<file path="src/rtl/sdram_write.sv">
// Write-path command sequencer: requests the SDRAM bus, then writes NUM_ROWS rows
// in BL4 bursts from a show-ahead FIFO, yielding at burst boundaries for refresh.
module sdram_write #(
    parameter int          NUM_ROWS  = 3,
    parameter logic [11:0] START_ROW = 12'd0,
    parameter int          DATA_W    = 16
) (
    input  logic              sclk,
    input  logic              s_rst,
    input  logic              wr_trig,
    output logic              wr_req,
    input  logic              wr_en,
    input  logic              ref_req,
    output logic              flag_wr_end,
    input  logic              src_ready,
    input  logic [DATA_W-1:0] src_data,
    output logic              src_ack,
    output logic [3:0]        wr_cmd,
    output logic [11:0]       wr_addr,
    output logic [1:0]        bank_addr,
    output logic [DATA_W-1:0] wr_dq,
    output logic              wr_dq_oe,
    output logic [2:0]        dbg_state
);

    localparam logic [3:0]  CMD_NOP  = 4'b0111;
    localparam logic [3:0]  CMD_ACT  = 4'b0011;
    localparam logic [3:0]  CMD_WR   = 4'b0100;
    localparam logic [3:0]  CMD_PRE  = 4'b0010;
    localparam logic [11:0] LAST_ROW = START_ROW + 12'(NUM_ROWS - 1);
    localparam logic [8:0]  LAST_COL = 9'd508;

    typedef enum logic [2:0] {
        S_IDLE = 3'd0,
        S_REQ  = 3'd1,
        S_ACT  = 3'd2,
        S_WR   = 3'd3,
        S_PRE  = 3'd4
    } state_t;

    typedef enum logic [1:0] {
        R_DONE  = 2'd0,
        R_BREAK = 2'd1,
        R_ROW   = 2'd2
    } reason_t;

    state_t      state, state_nxt;
    reason_t     reason, reason_nxt;
    logic [1:0]  act_cnt, pre_cnt, beat;
    logic [11:0] row;
    logic [8:0]  col;
    logic [3:0]  cmd_nxt;
    logic [11:0] addr_nxt;
    logic        flag_nxt;
    logic        row_end, last_burst;

    assign row_end    = (col == LAST_COL);
    assign last_burst = row_end && (row == LAST_ROW);
    assign wr_req     = (state == S_REQ);
    assign bank_addr  = 2'b00;
    assign dbg_state  = state;

    // Handshakes: wr_req/wr_en is a level request held until the grant is seen in REQ;
    // src_ack marks the cycle the FIFO head word is taken, valid only when src_ready
    // (or mid-burst, where src_ready already guaranteed four words).
    always_ff @(posedge sclk) begin
        if (s_rst) begin
            state  <= S_IDLE;
            reason <= R_DONE;
        end else begin
            state  <= state_nxt;
            reason <= reason_nxt;
        end
    end

    always_comb begin
        state_nxt  = state;
        reason_nxt = reason;
        case (state)
            S_IDLE: if (wr_trig) state_nxt = S_REQ;
            S_REQ:  if (wr_en) state_nxt = S_ACT;
            S_ACT:  if (act_cnt == 2'd3) state_nxt = S_WR;
            S_WR: begin
                if (beat == 2'd0 && !src_ready) begin
                    if (ref_req) begin
                        state_nxt  = S_PRE;
                        reason_nxt = R_BREAK;
                    end
                end else if (beat == 2'd3) begin
                    if (last_burst) begin
                        state_nxt  = S_PRE;
                        reason_nxt = R_DONE;
                    end else if (ref_req) begin
                        state_nxt  = S_PRE;
                        reason_nxt = R_BREAK;
                    end else if (row_end) begin
                        state_nxt  = S_PRE;
                        reason_nxt = R_ROW;
                    end
                end
            end
            S_PRE: begin
                if (pre_cnt == 2'd3) begin
                    case (reason)
                        R_DONE:  state_nxt = S_IDLE;
                        R_BREAK: state_nxt = S_REQ;
                        default: state_nxt = S_ACT;
                    endcase
                end
            end
            default: state_nxt = S_IDLE;
        endcase
    end

    always_comb begin
        cmd_nxt  = CMD_NOP;
        addr_nxt = 12'd0;
        flag_nxt = 1'b0;
        src_ack  = (state == S_WR) && (beat != 2'd0 || src_ready);
        if (state == S_ACT && act_cnt == 2'd0) begin
            cmd_nxt  = CMD_ACT;
            addr_nxt = row;
        end else if (state == S_WR && beat == 2'd0 && src_ready) begin
            cmd_nxt  = CMD_WR;
            addr_nxt = {3'b000, col};
        end else if (state == S_PRE && pre_cnt == 2'd0) begin
            cmd_nxt  = CMD_PRE;
            addr_nxt = 12'h400;
        end
        if (state == S_PRE && pre_cnt == 2'd3 && reason != R_ROW)
            flag_nxt = 1'b1;
    end

    always_ff @(posedge sclk) begin
        if (s_rst) begin
            act_cnt     <= 2'd0;
            pre_cnt     <= 2'd0;
            beat        <= 2'd0;
            row         <= 12'd0;
            col         <= 9'd0;
            wr_cmd      <= CMD_NOP;
            wr_addr     <= 12'd0;
            wr_dq       <= '0;
            wr_dq_oe    <= 1'b0;
            flag_wr_end <= 1'b0;
        end else begin
            act_cnt <= (state == S_ACT) ? act_cnt + 2'd1 : 2'd0;
            pre_cnt <= (state == S_PRE) ? pre_cnt + 2'd1 : 2'd0;
            if (state != S_WR)
                beat <= 2'd0;
            else if (src_ack)
                beat <= beat + 2'd1;

            if (state == S_IDLE && wr_trig) begin
                row <= START_ROW;
                col <= 9'd0;
            end else if (state == S_WR && beat == 2'd3 && !last_burst) begin
                // col wraps to 0 at a row end; a refresh break there resumes on the next row.
                col <= col + 9'd4;
                if (ref_req && row_end)
                    row <= row + 12'd1;
            end else if (state == S_PRE && pre_cnt == 2'd3 && reason == R_ROW) begin
                row <= row + 12'd1;
            end

            wr_cmd      <= cmd_nxt;
            wr_addr     <= addr_nxt;
            flag_wr_end <= flag_nxt;
            wr_dq_oe    <= src_ack;
            if (src_ack)
                wr_dq <= src_data;
        end
    end

endmodule

</file>
<file path="config.mk">
export PLATFORM = sky130hd
export DESIGN_NAME = sdram_write
export DESIGN_NICKNAME = d
export VERILOG_FILES = /design/src/rtl/sdram_write.sv
export SDC_FILE = /design/constraint.sdc
export NUM_CORES = 1
export LEC_CHECK = 0
export BUFFER_PORTS_ARGS = -buffer_cell sky130_fd_sc_hd__buf_2
export CAP_MARGIN = 20
export CORE_ASPECT_RATIO = 1.2
export CORE_UTILIZATION = 55
export DETAILED_ROUTE_END_ITERATION = 10
export GPL_TIMING_DRIVEN = 0
export PLACE_DENSITY = 0.82
export SLEW_MARGIN = 20
export SYNTH_ARGS = -nofsm -noshare
export SYNTH_HDL_FRONTEND = slang
export SYNTH_SLANG_ARGS = --single-unit
</file>
<file path="constraint.sdc">
create_clock -name sclk -period 2.1 [get_ports sclk]
set_clock_uncertainty 0.2 [all_clocks]
set_input_delay 0.105 -clock sclk [delete_from_list [all_inputs] [get_ports sclk]]
set_output_delay 0.105 -clock sclk [all_outputs]
set_load 0.02 [all_outputs]
</file>
==> run metrics <==
DRC viols=0; Post-synth EDFFs=0; Adder-Cell Fraction of Synth Area=0.0361; number of buffers created by CTS=9; layout cells sized above 1=0.270; Slew HR=0.621; Synth Warn #=0; die area=5980 µm²; setup slack at placement=-0.0544 ns; first-pass GRT wire length=13.3 mm; die width=70.8 µm; distinct cell type count after synthesis=57; core area=5370 µm²; CP Class=register to register; GR Util All Layers=0.285; Power Dens Cells=758 nW/µm²; Synth Cell Area=3120 µm²; Worst Slack Setup Final=0.0697 ns; Slew Viols, Final=0; Initial Util=0.581; Global Route met3 Usage=0.0732; Area Overhead vs Synth=30.4%; Yosys reg bits=63; Vias=3235; n_diodes=0; simple-gate area share of the yosys netlist=0.291; Rows=29; clock sink count=63; RSZ-0062 raised after global routing=true; status=completed; fin nets=492; period utilization=0.967; clock latency on the worst-skew pair=0.35 ns; CP max FO=10; Ports=63; Top FF cell, synth=dfxtp_1; gr busiest metal=met2; Worst-path clk slew=0.07 ns; DRT Wirelength=8.55 mm; leak pwr=1.68 nW; VDD IR max=0.000673 V; Async S/R FF share, synth=0; delay of the slowest critical-path stage=0.47 ns; drt via density=6.13; critical path endpoint category=register; commonest cells in the synthesized netlist=dfxtp_1, nand2_1, a21oi_1; initial antenna violation count=0; largest family of logic cells by synthesized area=simple AND/OR/NAND/NOR gates; Compound-Gate Fraction of Synth Area=0.167; number of max-cap violations=0; final hold vios=0; Clock Tree Buf Depth=2; Buffers on Ports=58; GR Overflow Total=0; post-route ant nets=0; initial drt markers=383; HP Class=input port to register; WL per Instance=16.2 µm; f_max=493 MHz; Avg Inst Size Synth=8.51 µm²; Seq/Total Area, Yosys=0.404; drt first pass iters=7; Final GP Congestion=0.873; Crit path required time=2.12 ns; TNS Setup=0 ns; DP HPWL=5.29 mm; H-tree Lvls=3; Tmin final=2.03 ns; count leader, synth=dfxtp_1; Slew @ Worst Pin=0.564 ns; highest-delay cell along the critical path=nor4b_2; xor and xnor area share after synthesis=0.00281; PnR Total Power=3.09 mW; top cell type's share of synthesized area=0.404; Critical Path Start Type=register; top cells by area, synth=dfxtp_1, nand2_1, a21oi_1, mux2i_1, ha_1; largest net degree at the start of global routing=13; M1 GR Usage=0.336; CP cell instances=buf_4 > nor4b_2 > nor2_2 > clkbuf_1 > nand4_1 > nand3_1; post-synthesis mux area share=0.0385; CTS tree=done; number of global-route vias before repair=2857; area leader, netlist=dfxtp_1; clock root cell=clkbuf_8; met2 Use GR=0.465; WP data arrival=2.06 ns; die height=84.5 µm; Post-Syn Instances=367; Finish-stage setup viols=0
[final timing paths]
| path | start | to | slack [ns] | depth (start not counted) |
|---|---|---|---|---|
| worst max-delay path | dbg_state[1]$_SDFFE_PP0P_ | row[4]$_SDFFE_PP0P_ | 0.07 | 6 |
| worst min-delay path | wr_trig | dbg_state[2]$_SDFFE_PP0P_ | 0.10 | 4 |
| worst max register to register | dbg_state[1]$_SDFFE_PP0P_ | row[4]$_SDFFE_PP0P_ | 0.07 | 6 |
| worst min register to register | wr_dq[4]$_SDFFE_PP0P_ | wr_dq[4]$_SDFFE_PP0P_ | 0.25 | 2 |
[state kept, by name (all words and copies together) (netlist names)]
register / flops
beat: 2
dbg_state: 3
row: 12
pre_cnt: 2
wr_dq_oe: 1
wr_cmd: 3
col: 7
reason: 2
act_cnt: 2
flag_wr_end: 1
wr_dq: 16
wr_addr: 12
[report_power, final]
part,total [mW],internal [mW],switching (mW)
Sequential,1.27,1.24,0.0311
Clock,1.21,0.706,0.507
Combinational,0.606,0.221,0.385
[cells in the final DEF, fill, tap and decap left out, drive strengths merged, types with 3 or more instances in the layout]
| cell | count |
|---|---|
| nor3 | 16 |
| nand3 | 15 |
| mux2i | 12 |
| nand2b | 3 |
| o211ai | 15 |
| clkbuf | 24 |
| nand2 | 60 |
| nor2b | 4 |
| buf | 76 |
| and2 | 5 |
| nor4 | 7 |
| nand4 | 11 |
| a22o | 8 |
| nand3b | 4 |
| nor2 | 16 |
| or3 | 6 |
| and3 | 6 |
| a211oi | 3 |
| dlygate4sd3 | 18 |
| nor4b | 4 |
| o21ai | 7 |
| conb | 3 |
| inv | 15 |
| dfxtp | 63 |
| a21oi | 24 |
| a31oi | 3 |
| ha | 9 |
[per-stage QoR]
step,utilization,hold slack (ns),area (µm²),cells
6_report,0.758,0.101,4070,528
3_5_place_dp,0.651,0.152,3500,489
2_1_floorplan,-,0.0410,3130,369
4_1_cts,0.738,0.0868,3960,523
5_1_grt,0.758,0.129,4070,528
3_3_place_gp,0.651,0.146,3500,489
[logic make-up after synthesis]
family                     after synthesis
adders and majority gates                9
xor gates and xnor gates                 1
and+or+nand+nor                        166
buffers and inverters                   41
AOI/OAI and AO/OA                       74
DFF                                     63
muxes                                   12
other                                    1
[routing by layer]
layer  share of wire  wire [µm]  vias to the layer above
li1                -          -                     1509
met1            0.40       3400                     1519
met2            0.49       4230                      169
met3           0.068        583                       38
met4           0.039        337                        0
met5               0          0                        -
[critical path, delay by kind of cell, from the launching register on]
family | cells | cell delay [ns]
buffers and inverters | 2 | 0.48
AND/OR/NAND/NOR | 4 | 0.91
flip-flops | 1 | 0.31
[final cells by class]
class                           count  area [µm²]
Buffer                             26         141
Clock buffer                       10         138
Clock inverter                      6        92.6
Fill cell                         366        1300
Inverter                           14        57.6
Multi-Input combinational cell    265        1770
Sequential cell                    63        1270
Tap cell                           62        77.6
Timing Repair Buffer               82         518
[repair_timing]
| item | CTS | global route |
|---|---|---|
| hold buffers | 18 | 0 |
| buffers inserted | 0 | 6 |
| setup endpoints to repair | 21 | 24 |
| pin swaps | 1 | 1 |
| hold endpoints to repair | 21 | 0 |
| resized for setup | 19 | 17 |
No activity file was read; power rests on OpenSTA's default activity.
